`src/rtl/quantr_i_fetch_unit.sv`:
```
// Instruction-fetch front end: pipelined in-order ROM requests feeding a prefetch FIFO
// of {pc, inst} pairs, with redirect flush and dropping of stale in-flight responses.
module quantr_i_fetch_unit #(
   parameter int unsigned     XLEN            = 64,
   parameter logic [XLEN-1:0] RESET_PC        = '0,
   parameter int unsigned     FIFO_DEPTH      = 4,
   parameter int unsigned     MAX_OUTSTANDING = 4
) (
   input  logic            clk,
   input  logic            rst,
   output logic            rom_ce_o,
   output logic [XLEN-1:0] rom_addr_o,
   input  logic            rom_valid_i,
   input  logic [31:0]     rom_data_i,
   output logic            inst_valid_o,
   output logic [31:0]     inst_o,
   output logic [XLEN-1:0] inst_pc_o,
   input  logic            inst_ready_i,
   input  logic            redirect_i,
   input  logic [XLEN-1:0] redirect_pc_i,
   output logic [XLEN-1:0] pc_out,
   output logic            err_o
);
   localparam int unsigned PW = $clog2(FIFO_DEPTH);
   localparam int unsigned CW = $clog2(FIFO_DEPTH + 1);
   localparam int unsigned OW = $clog2(MAX_OUTSTANDING + 1);

   logic [XLEN-1:0] fetch_pc;
   logic [XLEN-1:0] resp_pc;
   logic [XLEN-1:0] target_pc;
   logic [OW-1:0]   outstanding;
   logic [OW-1:0]   drop_cnt;
   logic [CW-1:0]   fifo_count;
   logic [PW-1:0]   rd_ptr;
   logic [PW-1:0]   wr_ptr;
   logic [XLEN-1:0] pc_mem   [FIFO_DEPTH];
   logic [31:0]     inst_mem [FIFO_DEPTH];
   logic            issue;
   logic            resp_ok;
   logic            spurious;
   logic            push;
   logic            pop;

   // outstanding counts every in-flight request, dropped ones included, so the credit
   // check below reserves a FIFO slot for each request still on its way back.
   always_comb begin
      issue    = 1'b0;
      if (rst && !redirect_i && (32'(outstanding) < MAX_OUTSTANDING) &&
          ((32'(fifo_count) + 32'(outstanding)) < FIFO_DEPTH))
         issue = 1'b1;
      resp_ok  = rom_valid_i && (outstanding != '0);
      spurious = rom_valid_i && (outstanding == '0);
      push     = resp_ok && (drop_cnt == '0) && !redirect_i;
      pop      = inst_valid_o && inst_ready_i;
   end

   assign target_pc    = redirect_pc_i & ~XLEN'(3);
   assign rom_ce_o     = issue;
   assign rom_addr_o   = fetch_pc;
   assign pc_out       = fetch_pc;
   assign inst_valid_o = (fifo_count != '0);
   assign inst_o       = inst_valid_o ? inst_mem[rd_ptr] : '0;
   assign inst_pc_o    = inst_valid_o ? pc_mem[rd_ptr] : '0;

   always_ff @(posedge clk) begin
      if (!rst) begin
         fetch_pc    <= RESET_PC;
         resp_pc     <= RESET_PC;
         outstanding <= '0;
         drop_cnt    <= '0;
         fifo_count  <= '0;
         rd_ptr      <= '0;
         wr_ptr      <= '0;
         err_o       <= 1'b0;
      end else begin
         outstanding <= outstanding + OW'(issue) - OW'(resp_ok);
         if (spurious)
            err_o <= 1'b1;
         if (redirect_i) begin
            // Everything still in flight after this cycle's response belongs to the old path.
            fetch_pc   <= target_pc;
            resp_pc    <= target_pc;
            drop_cnt   <= outstanding - OW'(resp_ok);
            fifo_count <= '0;
            rd_ptr     <= '0;
            wr_ptr     <= '0;
         end else begin
            if (issue)
               fetch_pc <= fetch_pc + XLEN'(4);
            if (push) begin
               resp_pc <= resp_pc + XLEN'(4);
               wr_ptr  <= wr_ptr + PW'(1);
            end
            if (resp_ok && (drop_cnt != '0))
               drop_cnt <= drop_cnt - OW'(1);
            if (pop)
               rd_ptr <= rd_ptr + PW'(1);
            fifo_count <= fifo_count + CW'(push) - CW'(pop);
         end
      end
   end

   always_ff @(posedge clk) begin
      if (push) begin
         pc_mem[wr_ptr]   <= resp_pc;
         inst_mem[wr_ptr] <= rom_data_i;
      end
   end
endmodule

```
`config.mk`:
```
export PLATFORM = sky130hd
export DESIGN_NAME = quantr_i_fetch_unit
export DESIGN_NICKNAME = d
export VERILOG_FILES = /design/src/rtl/quantr_i_fetch_unit.sv
export SDC_FILE = /design/constraint.sdc
export NUM_CORES = 1
export LEC_CHECK = 0
export ABC_AREA = 1
export BUFFER_PORTS_ARGS = -buffer_cell sky130_fd_sc_hd__buf_4
export CAP_MARGIN = 20
export CORE_UTILIZATION = 50
export CTS_CLUSTER_SIZE = 8
export DETAILED_ROUTE_END_ITERATION = 6
export GPL_TIMING_DRIVEN = 0
export PLACE_DENSITY_LB_ADDON = 0.25
export SLEW_MARGIN = 20
export SYNTH_ARGS = -nofsm -noshare
export SYNTH_HDL_FRONTEND = slang
export SYNTH_SLANG_ARGS = --single-unit
```
`constraint.sdc`:
```
create_clock -name clk -period 7.7 [get_ports clk]
set_input_delay 1.925 -clock clk [delete_from_list [all_inputs] [get_ports clk]]
set_output_delay 1.925 -clock clk [all_outputs]
set_load 0.01 [all_outputs]
```
# Yosys cells after proc, flatten, opt, wreduce, memory -nomap -nowiden
# Memories as Yosys holds them, arrays and structs flattened. A register that Yosys moved wholly into a read port is not among the register bits.
# Cells that the tools add are included.
# W data, S select, Z words.
# classes
muxes	15
n_reduce_logical	19
order_cmp	2
bitwise_logic	1
addsub	11
# op_table
cell	count
$mux W64	5
$add A64 B3 Y64 const B	2
$mux W32	1
$logic_and A1 B1 Y1	9
$reduce_bool A3 Y1	3
$sub A3 B1 Y3	3
$mux W2	4
$add A3 B1 Y3	2
$logic_not A3 Y1	2
$mux W3	2
$reduce_bool A2 Y1	3
$add A2 B1 Y2 const B	2
$add A3 B3 Y4	1
$lt A4 B3 Y1 const B	1
$lt A3 B3 Y1 const B	1
$mux W1	3
$sub A3 B1 Y3 const B	1
$reduce_or A2 Y1	1
$logic_not A1 Y1	1
$not A1 Y1	1
# word_totals
regBits	142
memories	2
mem_bits_rw	384
out_inout_bits	227
input_bits	101
# memory_table
memory	words	word_bits	read_ports	rd_ports_with_merged_regs	write_ports	line_no	rtl
pc_mem	4	64	1	1	1	36	logic [XLEN-1:0] pc_mem [FIFO_DEPTH];
inst_mem	4	32	1	1	1	37	logic [31:0] inst_mem [FIFO_DEPTH];

# Logic depth before layout (Yosys ltp)
# Gate-level depths: netlist of run 1.
# logic_depth
ltp_word	7
ltp_mapped	15

# Least setup slack after synthesis of run 1
# OpenSTA, ideal clock, no wires.
# synth_path
path_type	input-to-reg
startpoint	input port rom_valid_i
endpoint	memory inst_mem[0][0], enable pin
setup_time_ps	547
required_time_ps	7153
setup_slack_ps	783
path_buffers	1
stages	7
arrival_time_ps	6370
path_cell_list	nand2_1 -> inv_2 -> nand2_2 -> nor2_2 -> inv_1 -> buf_2 -> nor2_1
# synth_via
elab_chain_cells	5
# synth_rtl
element	line_no	rtl
start: declaration	13	input logic rom_valid_i,
$logic_and A1 B1 Y1	51	resp_ok = rom_valid_i && (outstanding != '0);
$logic_and A1 B1 Y1 (2 in series)	53	push = resp_ok && (drop_cnt == '0) && !redirect_i;
$mux W1	104	if (push) begin
$mux W1 (implied by the code)	106	inst_mem[wr_ptr] <= rom_data_i;
end: declaration	37	
# No other way between the ends.

# Final worst setup path of run 1
# layout_path
startpoint	input port rst
endpoint	output port rom_ce_o
# layout_via
elab_chain_cells	4
# layout_rtl
element	line_no	rtl
start: declaration	10	input logic rst,
$logic_and A1 B1 Y1 (3 in series)	48	if (rst && !redirect_i && (32'(outstanding) < MAX_OUTSTANDING) &&
$mux W1	48	
end: declaration	11	output logic rom_ce_o,
# No other way between the ends.

==> results of run 1 <==
[registers in the layout, summed over array words and instances, names as in the netlist, named ones only]
register,cells
drop_cnt,3
err_o,1
fifo_count,3
inst_mem,128
outstanding,3
pc_mem,248
pc_out,62
rd_ptr,2
resp_pc,62
wr_ptr,2
[area by class of cell]
| class | instances | area [sq um] |
|---|---|---|
| Fill cell | 4183 | 18300 |
| Sequential cell | 516 | 14100 |
| Multi-Input combinational cell | 1952 | 8860 |
| Timing Repair Buffer | 334 | 2790 |
| Clock buffer | 118 | 2020 |
| Buffer | 188 | 1030 |
| Tap cell | 664 | 831 |
| Inverter | 208 | 781 |
| Clock inverter | 8 | 121 |
[kinds of logic (layout without fill, tap and decap cells)]
family / count (synthesis) / after routing
adders and majority gates: 18 / 18
DFF: 516 / 516
AOI/OAI and AO/OA: 553 / 553
buffers and inverters: 396 / 856
and+or+nand+nor: 1320 / 1320
xor gates and xnor gates: 55 / 55
other: 1 / 6
[power by group]
group          total (uW)  switching (uW)  internal [uW]
sequential           3280             158           3130
combinational        1010             622            387
clock                3010            1210           1800
total                7300            1990           5310
[critical path: stages]
cell	delay [ns]
buf_4	0.19
inv_2	0.10
nor2_8	0.12
inv_2	0.08
nor3_4	0.15
nand3_4	0.19
inv_2	0.10
buf_6	0.15
buf_4	0.27
buf_4	0.17
[layout by cell type (no fill, tap or decap), drive strengths merged]
master,instances
a211oi,1
a21o,2
a21oi,197
a221oi,1
a31oi,32
and2,3
and3b,1
buf,447
clkbuf,193
clkinv,2
conb,6
dfxtp,140
edfxtp,376
fa,2
ha,16
inv,214
nand2,521
nand3,81
nand3b,3
nand4,20
nor2,680
nor3,8
nor3b,3
o211ai,4
o21ai,314
o22ai,2
xnor2,5
xor2,50
[per-stage QoR]
stage | setup slack, ns | total power, uW | cell area, sq um | TNS (ns) | hold WS [ns]
4_1_cts | 2.35 | 7320 | 30500 | 0 | 0.462
3_5_place_dp | 2.35 | 4330 | 28400 | 0 | 0.454
2_1_floorplan | 0.783 | 3820 | 24700 | 0 | 0.436
3_3_place_gp | -2.70 | 4290 | 27900 | -952.97 | 0.444
6_report | 2.33 | 7300 | 30500 | 0 | 0.455
5_1_grt | 2.27 | 7530 | 30500 | 0 | 0.503
[layer usage]
layer  track usage [%]  up-vias  part of all wire, %
met5                 0        -                    0
met4              14.8        0                  3.8
met2              56.1     1083                   48
li1                  -    10300                    -
met1              43.1    10300                   40
met3              4.66      172                  8.2
[Yosys cell counts (2+ instances only)]
cell type / n
nor2_1: 667
nand2_1: 518
edfxtp_1: 376
o21ai_0: 294
inv_1: 201
a21oi_1: 197
dfxtp_1: 140
nand3_1: 80
clkbuf_1: 75
buf_4: 74
xor2_1: 50
a31oi_1: 32
buf_2: 21
nand4_1: 20
o21ai_1: 20
ha_1: 16
buf_1: 15
nor2_2: 8
inv_2: 7
nor3_1: 7
xnor2_1: 5
nor2_4: 4
o211ai_1: 4
and2_1: 3
buf_6: 3
nand2_2: 3
nand3b_1: 3
nor3b_1: 3
a21o_1: 2
fa_1: 2
o22ai_1: 2
[worst paths after layout]
check                       startpoint                 endpoint  slack, ns  cells past startpoint
min                 err_o$_SDFFE_PN0P_       err_o$_SDFFE_PN0P_       0.46                      2
min reg2reg         err_o$_SDFFE_PN0P_       err_o$_SDFFE_PN0P_       0.46                      2
max reg2reg  outstanding[2]$_SDFF_PN0_  pc_mem[2][50]$_DFFE_PP_       4.55                     12
max                                rst                 rom_ce_o       2.33                     10
==> impl_metrics.ini, run 1 <==
[grt]
antenna_found_initial = 3
grt_max_degree = 23
grt-ovfl-total = 0
track_usage_pct = 33.4
grt_pass1_wl_mm = 124
first_global_vias = 20900

[timing]
tightest_slew_ns = 0.977
post-route-period-util_pct = 69.8
grt_setup_unrepaired = false
slew_headroom_pct = 34.9
hold_viol = 0
fin_skew_ns = 0.0225
fmax_mhz = 186
finalSetupViolations = 0
finalMaxSlewViolations = 0
min_period_ns = 5.37

[detailed_routing]
drt_iter0_drc = 2105
firstDrtPassIters = 5
routed_wl_mm = 84.9
viasPerCell = 5.48
ant_nets = 0
wl_per_cell_microns = 21.3
drc = 0
vias = 21900

[pwr]
ir_drop_mv = 0.150
powerDensity_nw_per_um2 = 239
p_leak_uw = 0.0115

[yosys]
yosysSeqAreaShare_pct = 57.0
synth_fa_ha_area_share_pct = 0.972
synth.area.top_cells = edfxtp_1 (46%), dfxtp_1 (11%), nor2_1 (10%)
synth_cell_types = 38
syn-instance-count = 2859
synth_compound_area_share_pct = 11.5
synth-warning-count = 0
synthSimpleGateAreaFrac_pct = 21.2
synth.mux.area_fraction_pct = 0
ys_async_sr_fraction_pct = 0
synth_top_area_share_pct = 45.7
synth_top_family_by_area = simple AND/OR/NAND/NOR gates
ys.flop_type = edfxtp_1
syn_avg_cell_area_sq_um = 8.64
synth-xor-area-share_pct = 1.95
synth-seq-cells = 516
synth_edf_count = 376
synth_top_cell_by_area = edfxtp_1
netlist_area_sq_um = 24700

[cts]
cts_made_buffers = 74
cts_buffer_depth = 3
h-tree-depth = 3
post_cts_buffers = 0
cts_root_buffer = clkbuf_16
tritoncts = built
cts_sinks = 516
cts_resized = 0
clock_latency_ns = 0.62
cts.clk_slew.worst_paths_ns = 0.05
cts_hold_buf = 0

[floorplanning]
rows = 81
start_util_pct = 50.6
dieArea_sq_um = 50300
fp.dieH_microns = 224
boundaryPins = 328
die_x_microns = 224
core_area_sq_um = 48800

[critical_path]
arrival_ns = 3.45
cp_max_fo = 11
path_class = primary input to output pin
cp.required_ns = 5.78
cp-start-kind = primary input
critPathCaptureType = output pin

[cells_and_area]
area_growth_pct = 23.5
post-route-util_pct = 62.5
layout-drive-gt1-share_pct = 16.4
nets = 3393
stdcell_count = 3988
antenna_cells = 0

[min_path]
hp-class = register to register

[run]
drv_cap = 0

[placement]
detailed_place_hpwl_mm = 62.2
globalplace.congestion = 0.949
placedCellCount = 3862
port_buffers = 317

[outcome]
outcome = finished, final reports clean
(Power assumes the default switching activity.)
==> inputs of run 2 (changes only) <==
--- a/config.mk
+++ b/config.mk
@@ -5,7 +5,7 @@
 export SDC_FILE = /design/constraint.sdc
 export NUM_CORES = 1
 export LEC_CHECK = 0
-export ABC_AREA = 1
+export ABC_AREA = 0
 export BUFFER_PORTS_ARGS = -buffer_cell sky130_fd_sc_hd__buf_4
 export CAP_MARGIN = 20
 export CORE_UTILIZATION = 50
==> constraint.sdc (replaced) <==
create_clock -name clk -period 5.5 [get_ports clk]
set_input_delay 1.375 -clock clk [delete_from_list [all_inputs] [get_ports clk]]
set_output_delay 1.375 -clock clk [all_outputs]
set_load 0.01 [all_outputs]
==> run 2 against run 1 <==
Effect of this change:
- clock power is 38% higher
- via count is 28% lower
- global-route usage down 5.5 points
- clock skew down 0.0016 ns
- register-to-register slack got worse by 2.8 ns
- cell count shrank 32%
- first-iteration DRC count down 26%
- highest routed layer unchanged
==> impl_metrics.ini, run 2 <==
[outcome]
outcome = finished, final reports clean

[floorplanning]
rows = 77
dieArea_sq_um = 45700
start_util_pct = 50.7
boundaryPins = 328
core_area_sq_um = 44200
die_x_microns = 214
fp.dieH_microns = 214

[yosys]
synth-seq-cells = 516
synth_edf_count = 376
synth.area.top_cells = edfxtp_1 (50%), dfxtp_1 (13%), mux4_2 (9.4%)
synth_most_common_cell = edfxtp_1
synth_top_area_share_pct = 50.4
synth_top_cells_by_count = edfxtp_1 (376), dfxtp_1 (140), and2_1 (116), nand2_1 (99), mux4_2 (94)
synth-warning-count = 0
synth_cell_types = 63
netlist_area_sq_um = 22400
yosysSeqAreaShare_pct = 62.9
ys.flop_type = edfxtp_1
synth_top_cell_by_area = edfxtp_1
ys_async_sr_fraction_pct = 0
syn_avg_cell_area_sq_um = 13.6
syn-instance-count = 1645

[critical_path]
worstSetupStartpoint = redirect_i
r2r_cells = 12
rr_startpoint = outstanding[2]$_SDFF_PN0_
cp-start-kind = primary input
path_class = primary input to output pin
critPathCaptureType = output pin
cp_max_fo = 11
r2r_slack_ns = 1.77
cp-endpoint = rom_ce_o
cp.required_ns = 4.12
arrival_ns = 3.94
rr_endpoint = outstanding[2]$_SDFF_PN0_

[detailed_routing]
wl_per_cell_microns = 23.5
vias = 15700
drc = 0
viasPerCell = 5.82
drt_iter0_drc = 1554
firstDrtPassIters = 6
ant_nets = 0
routed_wl_mm = 63.3

[cells_and_area]
nets = 2174
fillerInstances = 3373
final_cell_mix = buf_4 (388), edfxtp_1 (376), dfxtp_1 (140), and2_1 (116), clkbuf_1 (106)
final_common_cell = buf_4
antenna_cells = 0
largest_reg_flops = 248
top_register = pc_mem
layout-drive-gt1-share_pct = 28.9
post-route-util_pct = 63.2
reg_top3 = pc_mem x248, inst_mem x128
area_growth_pct = 24.6

[timing]
tightest_slew_ns = 0.961
finalMaxSlewViolations = 0
holdWs_ns = 0.546
fmax_mhz = 188
hold_viol = 0
finalSetupViolations = 0
slew_headroom_pct = 35.3
min_period_ns = 5.31
fin_skew_ns = 0.0209
post-route-period-util_pct = 96.6
grt_setup_unrepaired = false

[pwr]
p_sw_uw = 2500
p_sw_share_pct = 25.2
comb_power_share_pct = 12.2
pwr-share-seq_pct = 46.0
p_leak_uw = 0.00997
ir_drop_mv = 0.178
powerDensity_nw_per_um2 = 356
internal_power_uw = 7450
power.share.clock_pct = 41.8

[cts]
cts_sinks = 516
h-tree-depth = 3
post_cts_buffers = 0
cts_made_buffers = 74
clock_latency_ns = 0.60
cts_buffer_depth = 3
cts_root_buffer = clkbuf_16
cts.clk_slew.worst_paths_ns = 0.05
tritoncts = built

[min_path]
hp-class = register to register

[grt]
grt_max_degree = 46
grt-ovfl-total = 0
grt_pass1_wl_mm = 92.8
first_global_vias = 15200
track_usage_pct = 27.8
antenna_found_initial = 1

[run]
drv_cap = 0

[placement]
detailed_place_hpwl_mm = 44.6
port_buffers = 319
globalplace.congestion = 0.913
## run 2: critical path: stages
cell and delay (ns):
buf_4 0.13, nor2b_1 0.53, nand3_2 0.39, clkinv_1 0.29, clkbuf_1 0.53, clkbuf_2 0.46
buf_4 0.20
## run 2: repair_timing
item | 4_1_cts | 5_1_grt
gates resized for setup | 1 | 1
endpoints found under the setup margin | 1 | 1
hold buffers | 0 | 0
## run 2: routing by layer
layer	global-route usage, %	share of wire [%]	up-vias	wire length, microns
li1	-	-	7014	-
met1	38.0	41	7785	26200
met2	43.8	47	752	29800
met3	5.99	8.3	120	5260
met4	10.7	3.2	0	2020
met5	0	0	-	0
## run 2: cell type report
class	instances	area [sq um]	area share, %
Inverter	28	105	0.376
Buffer	150	836	2.99
Clock inverter	8	128	0.457
Sequential cell	516	14100	50.5
Multi-Input combinational cell	956	7440	26.6
Tap cell	592	741	2.65
Timing Repair Buffer	329	2590	9.27
Clock buffer	113	2000	7.16
## run 2: metrics by stage
| stage | total power [uW] | instance area [sq um] | setup WS, ns | TNS, ns | std cells |
|---|---|---|---|---|---|
| 2_1_floorplan | 5250 | 22400 | 0.505 | 0 | 1650 |
| 3_3_place_gp | 5830 | 25600 | -2.18 | -805.11 | 2561 |
| 3_5_place_dp | 5860 | 25800 | -0.127 | -0.127 | 2571 |
| 4_1_cts | 10000 | 27900 | 0.139 | 0 | 2692 |
| 5_1_grt | 10300 | 27900 | 0.159 | 0 | 2692 |
| 6_report | 9950 | 27900 | 0.189 | 0 | 2692 |
## run 2: worst min-delay path by stage
| stage | from | to | slack, ns | cells past startpoint |
|---|---|---|---|---|
| final | err_o$_SDFFE_PN0P_ | err_o$_SDFFE_PN0P_ | 0.55 | 2 |
| after global placement | rd_ptr[1]$_SDFFE_PP0P_ | rd_ptr[1]$_SDFFE_PP0P_ | 0.51 | 2 |
| after global routing | resp_pc[62]$_SDFFE_PN0P_ | pc_mem[0][62]$_DFFE_PP_ | 0.55 | 0 |
| after floorplan | resp_pc[62]$_SDFFE_PN0P_ | pc_mem[0][62]$_DFFE_PP_ | 0.46 | 0 |
| after CTS | resp_pc[62]$_SDFFE_PN0P_ | pc_mem[0][62]$_DFFE_PP_ | 0.53 | 0 |
| after detailed placement | resp_pc[62]$_SDFFE_PN0P_ | pc_mem[3][62]$_DFFE_PP_ | 0.53 | 0 |
## run 2: power by group through the flow
stage | Sequential, uW | Clock (uW) | Combinational (uW)
3_5_place_dp | 4640 | 0 | 1220
4_1_cts | 4570 | 4220 | 1220
6_report | 4570 | 4160 | 1220
5_1_grt | 4590 | 4380 | 1320
3_3_place_gp | 4650 | 0 | 1180
2_1_floorplan | 4590 | 0 | 655
## run 2: logic make-up (layout without fill, tap and decap cells)
family	Yosys count	count (layout)	synth area share (%)
and+or+nand+nor	500	500	12.4
buffers and inverters	178	628	4.19
AOI/OAI and AO/OA	248	248	6.40
adders and majority gates	18	18	1.07
other	1	6	0.0167
muxes	104	104	9.92
DFF	516	516	62.9
xor gates and xnor gates	80	80	3.13
